===== src/rtl/alu_pkg.sv =====
// Shared ALU result types: the data word and the tagged result carried from the
// xor16b issue stage to the result mux.
package alu_pkg;
  localparam int ALU_W = 16;
  localparam int TAG_W = 4;

  typedef logic [ALU_W-1:0] word_t;

  typedef struct packed {
    word_t            data;
    logic [TAG_W-1:0] tag;
  } alu_res_t;
endpackage


===== src/rtl/alu_res_fifo.sv =====
// Synchronous FIFO of tagged ALU results with a first-word-fall-through head.
// Occupancy is kept in a separate count so that pointers can wrap freely.
module alu_res_fifo
  import alu_pkg::*;
#(
  parameter  int DEPTH = 4,
  localparam int AW    = $clog2(DEPTH),
  localparam int CW    = $clog2(DEPTH + 1)
) (
  input  logic          clk,
  input  logic          rstn,
  input  logic          push,
  input  alu_res_t      push_data,
  input  logic          pop,
  output alu_res_t      head,
  output logic          full,
  output logic          empty,
  output logic [CW-1:0] count
);
  alu_res_t      mem_q [DEPTH];
  logic [AW-1:0] wr_ptr_q, wr_ptr_d;
  logic [AW-1:0] rd_ptr_q, rd_ptr_d;
  logic [CW-1:0] count_q, count_d;
  logic          pop_ok;

  assign pop_ok = pop & ~empty;
  assign full   = (count_q == CW'(DEPTH));
  assign empty  = (count_q == '0);
  assign count  = count_q;
  assign head   = mem_q[rd_ptr_q];

  always_comb begin
    wr_ptr_d = wr_ptr_q;
    rd_ptr_d = rd_ptr_q;
    count_d  = count_q;
    if (push) wr_ptr_d = wr_ptr_q + AW'(1);
    if (pop_ok) rd_ptr_d = rd_ptr_q + AW'(1);
    if (push && !pop_ok) count_d = count_q + CW'(1);
    else if (pop_ok && !push) count_d = count_q - CW'(1);
  end

  always_ff @(posedge clk) begin
    if (!rstn) begin
      wr_ptr_q <= '0;
      rd_ptr_q <= '0;
      count_q  <= '0;
    end else begin
      wr_ptr_q <= wr_ptr_d;
      rd_ptr_q <= rd_ptr_d;
      count_q  <= count_d;
    end
  end

  // Storage carries no reset so it can map onto distributed RAM.
  always_ff @(posedge clk) begin
    if (push) mem_q[wr_ptr_q] <= push_data;
  end

  a_no_push_when_full: assert property (@(posedge clk) disable iff (!rstn) !(push && full));
endmodule


===== src/rtl/xor_issue_ctrl.sv =====
// Issue/collect stage around the xor16b array: registers operand pairs onto the array, tracks
// each op through the array latency and returns tagged results in order from a credited FIFO.
module xor_issue_ctrl
  import alu_pkg::*;
#(
  parameter int WIDTH = 16,
  parameter int LAT   = 2,
  parameter int DEPTH = 4,
  parameter int TAGW  = 4
) (
  input  logic                       clkpos1,
  input  logic                       rstn,
  input  logic                       in_valid,
  output logic                       in_ready,
  input  logic [WIDTH-1:0]           in_a,
  input  logic [WIDTH-1:0]           in_b,
  input  logic [TAGW-1:0]            in_tag,
  output logic [WIDTH-1:0]           xa,
  output logic [WIDTH-1:0]           xb,
  input  logic [WIDTH-1:0]           xcout,
  output logic                       out_valid,
  input  logic                       out_ready,
  output logic [WIDTH-1:0]           out_data,
  output logic [TAGW-1:0]            out_tag,
  output logic [$clog2(DEPTH+1)-1:0] inflight
);
  localparam int CW = $clog2(DEPTH + 1);

  logic [WIDTH-1:0] xa_q, xa_d;
  logic [WIDTH-1:0] xb_q, xb_d;
  logic [LAT-1:0]   vpipe_q, vpipe_d;
  logic [TAGW-1:0]  tpipe_q [LAT];
  logic [TAGW-1:0]  tpipe_d [LAT];
  logic [CW-1:0]    credits_q, credits_d;
  logic [CW-1:0]    inflight_cnt;
  logic             issue, pop, push;
  alu_res_t         push_res, head_res;
  logic             fifo_full, fifo_empty;
  logic [CW-1:0]    fifo_count;

  // Credits are registered, so in_ready never sees in_valid or out_ready combinationally.
  assign in_ready = rstn & (credits_q != '0);
  assign issue    = in_valid & in_ready;
  assign pop      = out_valid & out_ready;
  assign push     = vpipe_q[LAT-1];

  assign vpipe_d[0] = issue;
  assign tpipe_d[0] = issue ? in_tag : tpipe_q[0];
  for (genvar gi = 1; gi < LAT; gi++) begin : g_pipe
    assign vpipe_d[gi] = vpipe_q[gi-1];
    assign tpipe_d[gi] = tpipe_q[gi-1];
  end

  always_comb begin
    xa_d         = xa_q;
    xb_d         = xb_q;
    credits_d    = credits_q;
    inflight_cnt = '0;
    // Operands only move on issue so the array inputs stay quiet between ops.
    if (issue) begin
      xa_d = in_a;
      xb_d = in_b;
    end
    if (issue && !pop) credits_d = credits_q - CW'(1);
    else if (pop && !issue) credits_d = credits_q + CW'(1);
    for (int i = 0; i < LAT; i++) inflight_cnt = inflight_cnt + CW'(vpipe_q[i]);
  end

  always_ff @(posedge clkpos1) begin
    if (!rstn) begin
      xa_q      <= '0;
      xb_q      <= '0;
      vpipe_q   <= '0;
      credits_q <= CW'(DEPTH);
      for (int i = 0; i < LAT; i++) tpipe_q[i] <= '0;
    end else begin
      xa_q      <= xa_d;
      xb_q      <= xb_d;
      vpipe_q   <= vpipe_d;
      credits_q <= credits_d;
      tpipe_q   <= tpipe_d;
    end
  end

  assign push_res = '{data: xcout, tag: tpipe_q[LAT-1]};

  alu_res_fifo #(.DEPTH(DEPTH)) u_res_fifo (
    .clk       (clkpos1),
    .rstn      (rstn),
    .push      (push),
    .push_data (push_res),
    .pop       (pop),
    .head      (head_res),
    .full      (fifo_full),
    .empty     (fifo_empty),
    .count     (fifo_count)
  );

  assign xa        = xa_q;
  assign xb        = xb_q;
  assign out_valid = ~fifo_empty;
  assign out_data  = head_res.data;
  assign out_tag   = head_res.tag;
  assign inflight  = inflight_cnt;

  a_credit_balance: assert property (@(posedge clkpos1) disable iff (!rstn)
    (int'(credits_q) + int'(inflight_cnt) + int'(fifo_count)) == DEPTH);
  a_push_room: assert property (@(posedge clkpos1) disable iff (!rstn) !(push && fifo_full));
endmodule


===== config.mk =====
export PLATFORM = sky130hd
export DESIGN_NAME = xor_issue_ctrl
export DESIGN_NICKNAME = d
export VERILOG_FILES = /design/src/rtl/alu_pkg.sv /design/src/rtl/alu_res_fifo.sv /design/src/rtl/xor_issue_ctrl.sv
export SDC_FILE = /design/constraint.sdc
export NUM_CORES = 1
export LEC_CHECK = 0
export CAP_MARGIN = 5
export CORE_MARGIN = 4
export CORE_UTILIZATION = 50
export CTS_CLUSTER_DIAMETER = 60
export DETAILED_ROUTE_END_ITERATION = 8
export PLACE_DENSITY = 0.8
export SLEW_MARGIN = 20
export SYNTH_ARGS = -nofsm -noshare
export SYNTH_HDL_FRONTEND = slang
export SYNTH_SLANG_ARGS = --single-unit

===== constraint.sdc =====
create_clock -name clkpos1 -period 2.25 [get_ports clkpos1]
set_input_delay 0.45 -clock clkpos1 [delete_from_list [all_inputs] [get_ports clkpos1]]
set_output_delay 0.45 -clock clkpos1 [all_outputs]
set_load 0.005 [all_outputs]

# Yosys cells after proc, flatten, opt, wreduce, memory -nomap -nowiden
# Memories as Yosys holds them, arrays and structs flattened. A register that Yosys moved wholly into a read port is not among the register bits.
# Index checks and enable logic that the tools add are counted.
# W data, S select, Z words.
[word_totals]
output_inout_bits = 57
n_memories = 1
ram_bits = 80
inputBits = 56
elab_cells = 42
regBits = 52
[mem_list]
columns = ["name", "depth", "width", "read_ports", "rd_ports_with_merged_regs", "wr", "line", "rtl"]
rows = [
  ["u_res_fifo.mem_q", 4, 20, 1, 1, 1, "alu_res_fifo.sv:20", "alu_res_t mem_q [DEPTH];"],
]
[op_classes]
n_reduce_logical = 12
n_mux = 8
bitwise_logic = 5
addsub = 7
[ops]
columns = ["operator", "n"]
rows = [
  ["$mux W3", 4],
  ["$add A3 B1 Y3 const B", 2],
  ["$sub A3 B1 Y3 const B", 2],
  ["$add A2 B1 Y2 const B", 2],
  ["$and A1 B1 Y1", 4],
  ["$logic_and A1 B1 Y1", 4],
  ["$logic_not A1 Y1", 4],
  ["$mux W2", 2],
  ["$reduce_bool A2 Y1", 2],
  ["$logic_not A3 Y1", 1],
  ["$reduce_bool A3 Y1", 1],
  ["$add A1 B1 Y2", 1],
  ["$mux W1", 2],
  ["$not A1 Y1", 1],
]

# Depth between registers and ports, before layout
# Gate-level depths: netlist of the first run.
[logic_depth]
depth_word = 7
depth_mapped = 8
depth_no_buf = 7

# Modules after synthesis
# Synthesis of the first run repeated with hierarchy kept, for this count alone.
[unflattened]
cells_unflattened = 331
area_unflattened_um2 = 5033.6
[modules_own_cells]
columns = ["module", "seq_area_each_um2", "cells_each", "area_each_um2", "instances"]
rows = [
  ["alu_res_fifo", 2582.5, 147, 3405.8, 1],
  ["xor_issue_ctrl", 900.9, 184, 1627.8, 1],
]

# Worst setup path before layout of the first run
# No wires, ideal clock.
[synth_path]
path_kind = "reg-to-reg"
startpoint = "register u_res_fifo.count_q[0] (netlist: u_res_fifo.count[0])"
endpoint = "register u_res_fifo.count_q[2] (netlist: u_res_fifo.count[2])"
setup_slack_ns = 0.202
path_stages_with_launch = 8
t_required_ns = 2.174
arrival_ns = 1.973
period_less_slack_ns = 2.048
n_path_buf = 0
path_cell_list = "dfxtp_1 o31ai_1 ha_1 inv_1 fa_1 xor2_1 or3_1 a21boi_0"
[synth_via]
elab_chain_len = 7
word_cells_on_any_way = 12
classes_between = "add/sub (2); mux (2); bitwise (3); reduce/logical (5)"
[synth_rtl]
columns = ["item", "line", "rtl"]
rows = [
  ["from (decl)", "alu_res_fifo.sv:23", "logic [CW-1:0] count_q, count_d;"],
  ["from (signal assigned)", "alu_res_fifo.sv:50", "count_q <= count_d;"],
  ["$logic_not A3 Y1", "alu_res_fifo.sv:28", "assign empty = (count_q == '0);"],
  ["$not A1 Y1", "alu_res_fifo.sv:26, xor_issue_ctrl.sv:101", ""],
  ["$and A1 B1 Y1", "xor_issue_ctrl.sv:44", "assign pop = out_valid & out_ready;"],
  ["$and A1 B1 Y1", "alu_res_fifo.sv:26", "assign pop_ok = pop & ~empty;"],
  ["$logic_not A1 Y1", "alu_res_fifo.sv:38", "if (push && !pop_ok) count_d = count_q + CW'(1);"],
  ["$logic_and A1 B1 Y1", "alu_res_fifo.sv:38", ""],
  ["$mux W3 / $reduce_bool A2 Y1 (equally long branches)", "n/a", ""],
]
# Parallel ways exist; a longest one is shown, timed or not. The select of a mux whose other input is x is not followed.
# A chain may end at the register's enable or synchronous reset.

==> results of run 1 <==
power by group through the flow:
stage / Combinational (µW) / Sequential (µW) / Clock (µW)
after floorplan: 769 / 2950 / 0
after global placement: 1490 / 2950 / 0
after detailed placement: 1530 / 2960 / 0
after CTS: 1670 / 2920 / 2660
after global routing: 1710 / 2960 / 2790
final: 1560 / 2930 / 2610
cell type report:
type	count	area (µm²)	area share, %
Clock inverter	8	57.56	0.8439
Timing Repair Buffer	128	1212	17.78
Inverter	6	22.52	0.3302
Tap cell	133	166.4	2.440
Sequential cell	134	3488	51.15
Clock buffer	24	525.5	7.705
Multi-Input combinational cell	171	1348	19.76
stage by stage:
| stage | cell area (µm²) | power (µW) |
|---|---|---|
| 2_1_floorplan | 4937 | 3716 |
| 3_3_place_gp | 6248 | 4446 |
| 3_5_place_dp | 6248 | 4493 |
| 4_1_cts | 6857 | 7246 |
| 5_1_grt | 6820 | 7457 |
| 6_report | 6820 | 7110 |
registers in the layout, indices dropped and copies added, names as in the netlist, named ones only:
signal / cells
credits_q: 3
xa: 16
u_res_fifo.mem_q: 80
u_res_fifo.wr_ptr_q: 2
vpipe_q: 2
push_res: 4
tpipe_d: 4
u_res_fifo.rd_ptr_q: 2
xb: 16
u_res_fifo.count: 3
cell usage in the layout (no fill, tap or decap), drive strengths merged, types with 2 or more instances in the layout:
master         Yosys  layout
clkdlybuf4s50      0      90
edfxtp            80      80
nand2             65      65
dfxtp             54      54
buf                8      36
o21ai             35      35
clkbuf             9      25
mux4              20      20
and2              16      16
inv                6       8
ha                 7       7
xnor2              4       4
mux2               4       4
clkinv             0       4
or3                3       3
xor2               3       3
mux2i              2       2
nor2b              2       2
fa                 2       2
clkinvlp           0       2
o311a              2       2
worst max-delay path by stage:
| stage | start | end | slack (ns) | cells after the start |
|---|---|---|---|---|
| 5_1_grt | flop | out_data[11] | -0.01 | 4 |
| 4_1_cts | flop | out_tag[0] | -0.06 | 4 |
| 3_5_place_dp | out_ready | u_res_fifo.count[2] | -0.16 | 8 |
| 3_3_place_gp | rstn | credits_q[2] | -0.09 | 8 |
| 6_report | flop | out_data[15] | 0.06 | 4 |
| 2_1_floorplan | u_res_fifo.count[0] | u_res_fifo.count[2] | 0.20 | 7 |
cells by family (layout without fill, tap and decap cells):
family	count (synthesis)	after routing	synth area share, %
buffers and inverters	23	166	2.255
multiplexers	26	26	10.75
other	1	1	0.07595
AO/OA/AOI/OAI	41	41	4.841
adder cells (fa/ha/maj)	9	9	2.585
XOR/XNOR	7	7	1.242
flip-flops	134	134	70.55
AND/OR/NAND/NOR	87	87	7.704
layer usage:
| metal | up-vias | track usage, % | share of wire (%) |
|---|---|---|---|
| li1 | 1446 | - | - |
| met1 | 1468 | 21.41 | 40 |
| met2 | 103 | 32.04 | 50 |
| met3 | 12 | 8.518 | 8.6 |
| met4 | 0 | 6.222 | 0.90 |
| met5 | - | 0 | 0 |
timing repair:
item / in CTS / in global routing
endpoints found under the hold margin: 0 / 0
setup buffers: 3 / 0
gates cloned: 3 / 0
gates resized for setup: 84 / 5
pin swaps: 0 / 0
endpoints found under the setup margin: 21 / 16
worst min-delay path, stage by stage (launching register included):
cell	delay, ns
dfxtp_1	0.31
nand2_1	0.05
o21ai_1	0.05
==> flow_metrics.py, run 1 <==
metrics = {
    "synth": {
        "synth_cells": 328,
        "netlist_area_mm2": 0.004937,
        "async_reset_ff_share_pct": 0,
        "synth_cell_types": 28,
        "ys_top_cells_by_area": "edfxtp_1, dfxtp_1, mux4_2",
        "synth_edf_count": 80,
        "synth_sequential_area_ratio_pct": 70.55,
        "synth.top_cells.by_count": "edfxtp_1, nand2_1, dfxtp_1",
        "synth_most_common_cell": "edfxtp_1",
        "avgSynthCellArea_um2": 15.05,
        "yosysTopAreaCell": "edfxtp_1",
        "ys.flop_type": "edfxtp_1",
        "yosys_register_bits": 134,
        "ys.warnings.count": 0,
        "syn_nets": 393,
        "synth_top_area_share_pct": 48.66,
    },
    "clocking": {
        "cts_buffers": 17,
        "clkTransAtPathRegs_ns": 0.06,
        "cts_hold_buf": 0,
        "clkLatencyLatePin_ns": 0.51,
        "cts-root-buf": "clkbuf_8",
        "clock_sinks": 134,
        "htree_levels": 4,
        "clockBufferDepth": 2,
        "cts_tree": "built",
    },
    "routing": {
        "drt_wl_total_mm": 10.32,
        "antenna_left": 0,
        "drc": 0,
        "avgViaCountPerCell": 5.015,
        "drt_iter0_drc": 146,
        "vias": 3029,
        "wire_per_inst_um": 17.09,
        "firstDrtPassIters": 4,
    },
    "finish": {
        "area_growth_pct": 38.14,
        "final_util_pct": 70.43,
        "fillCellCount": 621,
        "drive_gt1_share_pct": 20.38,
        "layout.nets": 523,
        "insertedDiodeCount": 0,
        "instances_no_fill": 604,
    },
    "floorplan": {
        "io-pin-count": 113,
        "start_util_pct": 50.98,
        "coreArea_mm2": 0.009684,
        "die_x_um": 107.4,
        "num_rows": 36,
        "fp.dieArea_mm2": 0.01153,
        "die_y_um": 107.4,
    },
    "sta": {
        "relSlewSlack_pct": 60.75,
        "drv_slew": 0,
        "setup_viol": 0,
        "setup-tns-final_ns": 0,
        "tightest_slew_ns": 0.5887,
        "fmax_mhz": 456.7,
        "min_period_ns": 2.190,
        "hold_violations": 0,
        "holdWs_ns": 0.4515,
        "rsz0062_at_grt": "yes",
        "fin_worst_skew_ns": 0.01060,
        "fin_crit_sh_pct": 97.31,
        "layout_setup_ws_ns": 0.06050,
    },
    "worst_setup_path": {
        "cpMaxStageDelayCell": "mux4_2",
        "setup.worst_path.class": "flop to output pin",
        "cp-end-kind": "output pin",
        "cp_max_fo": 5,
        "critPathBufInv": 3,
        "crit_family": "multiplexers",
        "start_kind": "flop",
        "path_cells": "buf_12 -> buf_16 -> mux4_2 -> buf_2",
        "cp.required_ns": 1.80,
        "regToRegSetupSlack_ns": 0.14,
        "reg2reg_to": "u_res_fifo.count[2]",
        "critPathMaxStageDelay_ns": 0.49,
        "timing.rr.start": "u_res_fifo.count[2]",
        "crit_arrival_ns": 1.74,
        "r2r_cells": 7,
    },
    "placed_design": {
        "dp_worst_setup_slack_ns": -0.1611,
        "dp_hpwl_mm": 6.254,
        "dpl.cell_count": 568,
        "portBuffers": 111,
        "gp_congestion": 0.7364,
    },
    "grt": {
        "antenna_found_initial": 0,
        "grt_pass1_vias": 3252,
        "grt-ovfl-total": 0,
        "grt_first_pass_wirelength_mm": 16.34,
        "grt_max_degree": 69,
        "grt_usage_pct": 18.93,
    },
    "power": {
        "p_sw_share_pct": 24.65,
        "pwr-share-clk_pct": 36.8,
        "p_leak_uw": 0.002443,
        "p_per_area_mw_per_mm2": 1042,
        "p_seq_share_pct": 41.3,
        "power_frac_comb_pct": 22.0,
        "switchingPower_uw": 1753,
        "peakVddDrop_mv": 0.5026,
        "intPower_uw": 5357,
    },
    "worst_hold_path": {
        "holdPathStages": 2,
        "min_to": "xa[6]",
        "hold_path.class": "flop to flop",
        "hold_start": "xa[6]",
    },
    "flow_run": {
        "maxCapViolations": 0,
    },
    "outcome": {
        "outcome": "finished clean",
    },
}
Power figures use the tool's default switching activity.
==> run 2: changes to the inputs <==
--- a/config.mk
+++ b/config.mk
@@ -9,6 +9,7 @@
 export CORE_MARGIN = 4
 export CORE_UTILIZATION = 50
 export CTS_CLUSTER_DIAMETER = 60
+export CTS_CLUSTER_SIZE = 14
 export DETAILED_ROUTE_END_ITERATION = 8
 export PLACE_DENSITY = 0.8
 export SLEW_MARGIN = 20
==> results of run 2 <==
Final layout, timing and power as in run 1 (identical DEF).
==> run 3: changes to the inputs <==
--- a/config.mk
+++ b/config.mk
@@ -6,11 +6,13 @@
 export NUM_CORES = 1
 export LEC_CHECK = 0
 export CAP_MARGIN = 5
+export CORE_ASPECT_RATIO = 1.5
 export CORE_MARGIN = 4
 export CORE_UTILIZATION = 50
 export CTS_CLUSTER_DIAMETER = 60
 export CTS_CLUSTER_SIZE = 14
 export DETAILED_ROUTE_END_ITERATION = 8
+export GPL_TIMING_DRIVEN = 0
 export PLACE_DENSITY = 0.8
 export SLEW_MARGIN = 20
 export SYNTH_ARGS = -nofsm -noshare
==> run 3 against run 2 <==
Total power shrank 2.7%. Largest cell class unchanged. Critical path depth fell by 1. Via count decreased by 0.13%. Largest power group unchanged. Sequential share of layout area increased by 0.52 points. Count of clock-buffer cells in the layout fell by 7. Routed wire length shrank 3.6%. Die area rose by 0.29%.
==> flow_metrics.py, run 3 (synthesis results as in run 1) <==
metrics = {
    "grt": {
        "grt_busiest_layer": "met2",
        "grt_pass1_vias": 3245,
        "grt_max_degree": 21,
        "use_met2_pct": 32.39,
        "grt_first_pass_wirelength_mm": 15.64,
        "grt-ovfl-total": 0,
        "antenna_found_initial": 0,
        "grt_usage_pct": 18.31,
        "use_met3_pct": 8.844,
        "use_met1_pct": 18.72,
    },
    "flow_run": {
        "maxCapViolations": 0,
    },
    "floorplan": {
        "num_rows": 44,
        "io-pin-count": 113,
        "fp.dieArea_mm2": 0.01156,
        "coreArea_mm2": 0.009689,
        "start_util_pct": 50.96,
        "die_x_um": 89.14,
        "die_y_um": 129.7,
    },
    "finish": {
        "drive_gt1_share_pct": 16.95,
        "top_register": "u_res_fifo.mem_q",
        "final_common_cell": "clkdlybuf4s50_1",
        "area_growth_pct": 36.70,
        "instances_no_fill": 587,
        "final_cell_mix": "clkdlybuf4s50_1, edfxtp_1, nand2_1",
        "largest_register_ffs": 80,
        "layout.nets": 524,
        "fin_area_mm2": 0.006749,
        "insertedDiodeCount": 0,
    },
    "clocking": {
        "clockBufferDepth": 2,
        "cts-root-buf": "clkbuf_16",
        "clkTransAtPathRegs_ns": 0.05,
        "cts_tree": "built",
        "cts_buffers": 17,
        "clock_sinks": 134,
        "clkLatencyLatePin_ns": 0.41,
        "htree_levels": 4,
    },
    "sta": {
        "drv_slew": 0,
        "fin_crit_sh_pct": 96.37,
        "hold_violations": 0,
        "relSlewSlack_pct": 30.88,
        "rsz0062_at_grt": "no",
        "fmax_mhz": 461.2,
        "setup-tns-final_ns": 0,
        "fin_worst_skew_ns": 0.009053,
        "min_period_ns": 2.168,
        "tightest_slew_ns": 1.037,
        "setup_viol": 0,
    },
    "routing": {
        "drt_wl_total_mm": 9.950,
        "vias": 3025,
        "drt_iter0_drc": 167,
        "avgViaCountPerCell": 5.153,
        "wire_per_inst_um": 16.95,
        "antenna_left": 0,
        "firstDrtPassIters": 4,
        "drc": 0,
    },
    "power": {
        "p_leak_uw": 0.002412,
        "power_uw": 6916,
        "peakVddDrop_mv": 0.8756,
        "p_per_area_mw_per_mm2": 1025,
    },
    "worst_setup_path": {
        "cp.required_ns": 1.80,
        "crit_arrival_ns": 1.72,
        "cp-end-kind": "output pin",
        "regToRegSetupSlack_ns": 0.17,
        "cpMaxStageDelayCell": "mux4_2",
        "setup.worst_path.class": "flop to output pin",
        "path_cells": "buf_12 -> mux4_2 -> dlygate4sd2_1",
        "start_kind": "flop",
        "critPathMaxStageDelay_ns": 0.51,
        "cp_max_fo": 9,
    },
    "placed_design": {
        "portBuffers": 111,
        "dpl-instance-area_mm2": 0.006192,
        "dp_hpwl_mm": 6.719,
        "gp_congestion": 0.7170,
        "dpl.cell_count": 554,
    },
    "outcome": {
        "outcome": "finished clean",
    },
    "worst_hold_path": {
        "hold_path.class": "flop to flop",
    },
}
## run 3: cell types whose count changed in the layout (fill, tap and decap cells not counted), sizes merged
cell	change
buf	-27
clkbuf	+12
dlygate4sd2	+8
clkinv	+6
bufbuf	+1
bufinv	+1
## run 3: repair_timing
item | 4_1_cts | 5_1_grt
hold buffers | 0 | 0
buffers inserted | 2 | 0
pin swaps | 0 | 0
gates resized for setup | 47 | 13
endpoints found under the setup margin | 23 | 13
gates cloned | 1 | 0
## run 3: report_power, final
group	internal [µW]	switching, µW	leakage, µW
logic	933	558	0.000975
registers	2790	158	0.00117
clock network	1500	975	0.000265
## run 3: critical path, delay by kind of cell (launching register included)
| family | cells | cell delay [ns] |
|---|---|---|
| muxes | 1 | 0.51 |
| buffers and inverters | 2 | 0.42 |
| DFF | 1 | 0.38 |
## run 3: routing by layer
layer,up-vias,wire (µm)
met1,1454,3597
met5,-,0
li1,1446,-
met2,117,5428
met3,8,841
met4,0,82
## run 3: worst paths after layout
kind,cells after the start,startpoint,endpoint
max,3,flop,out_data[8]
min,2,xa[15],xa[15]
max reg2reg,7,u_res_fifo.count[0],u_res_fifo.count[2]
min reg2reg,2,xa[15],xa[15]
## run 3: area by class of cell
cell class | instances | area (µm²)
plain buffers | 15 | 113.9
clock buffers | 17 | 425.4
clock inverters | 15 | 112.6
fillers | 677 | 2940
inverters | 6 | 22.52
multi-input cells | 171 | 1356
flip-flops and latches | 134 | 3487
well taps | 115 | 143.9
repair buffers | 114 | 1087
## run 3: through the flow
stage	hold slack [ns]	setup slack [ns]	util, %
after floorplan	0.4282	0.2018	-
after global placement	0.4351	-0.5517	63.91
after global routing	0.4678	0.002338	69.65
after CTS	0.4539	-0.01097	70.18
final	0.4498	0.08162	69.65
after detailed placement	0.4388	-0.6059	63.91
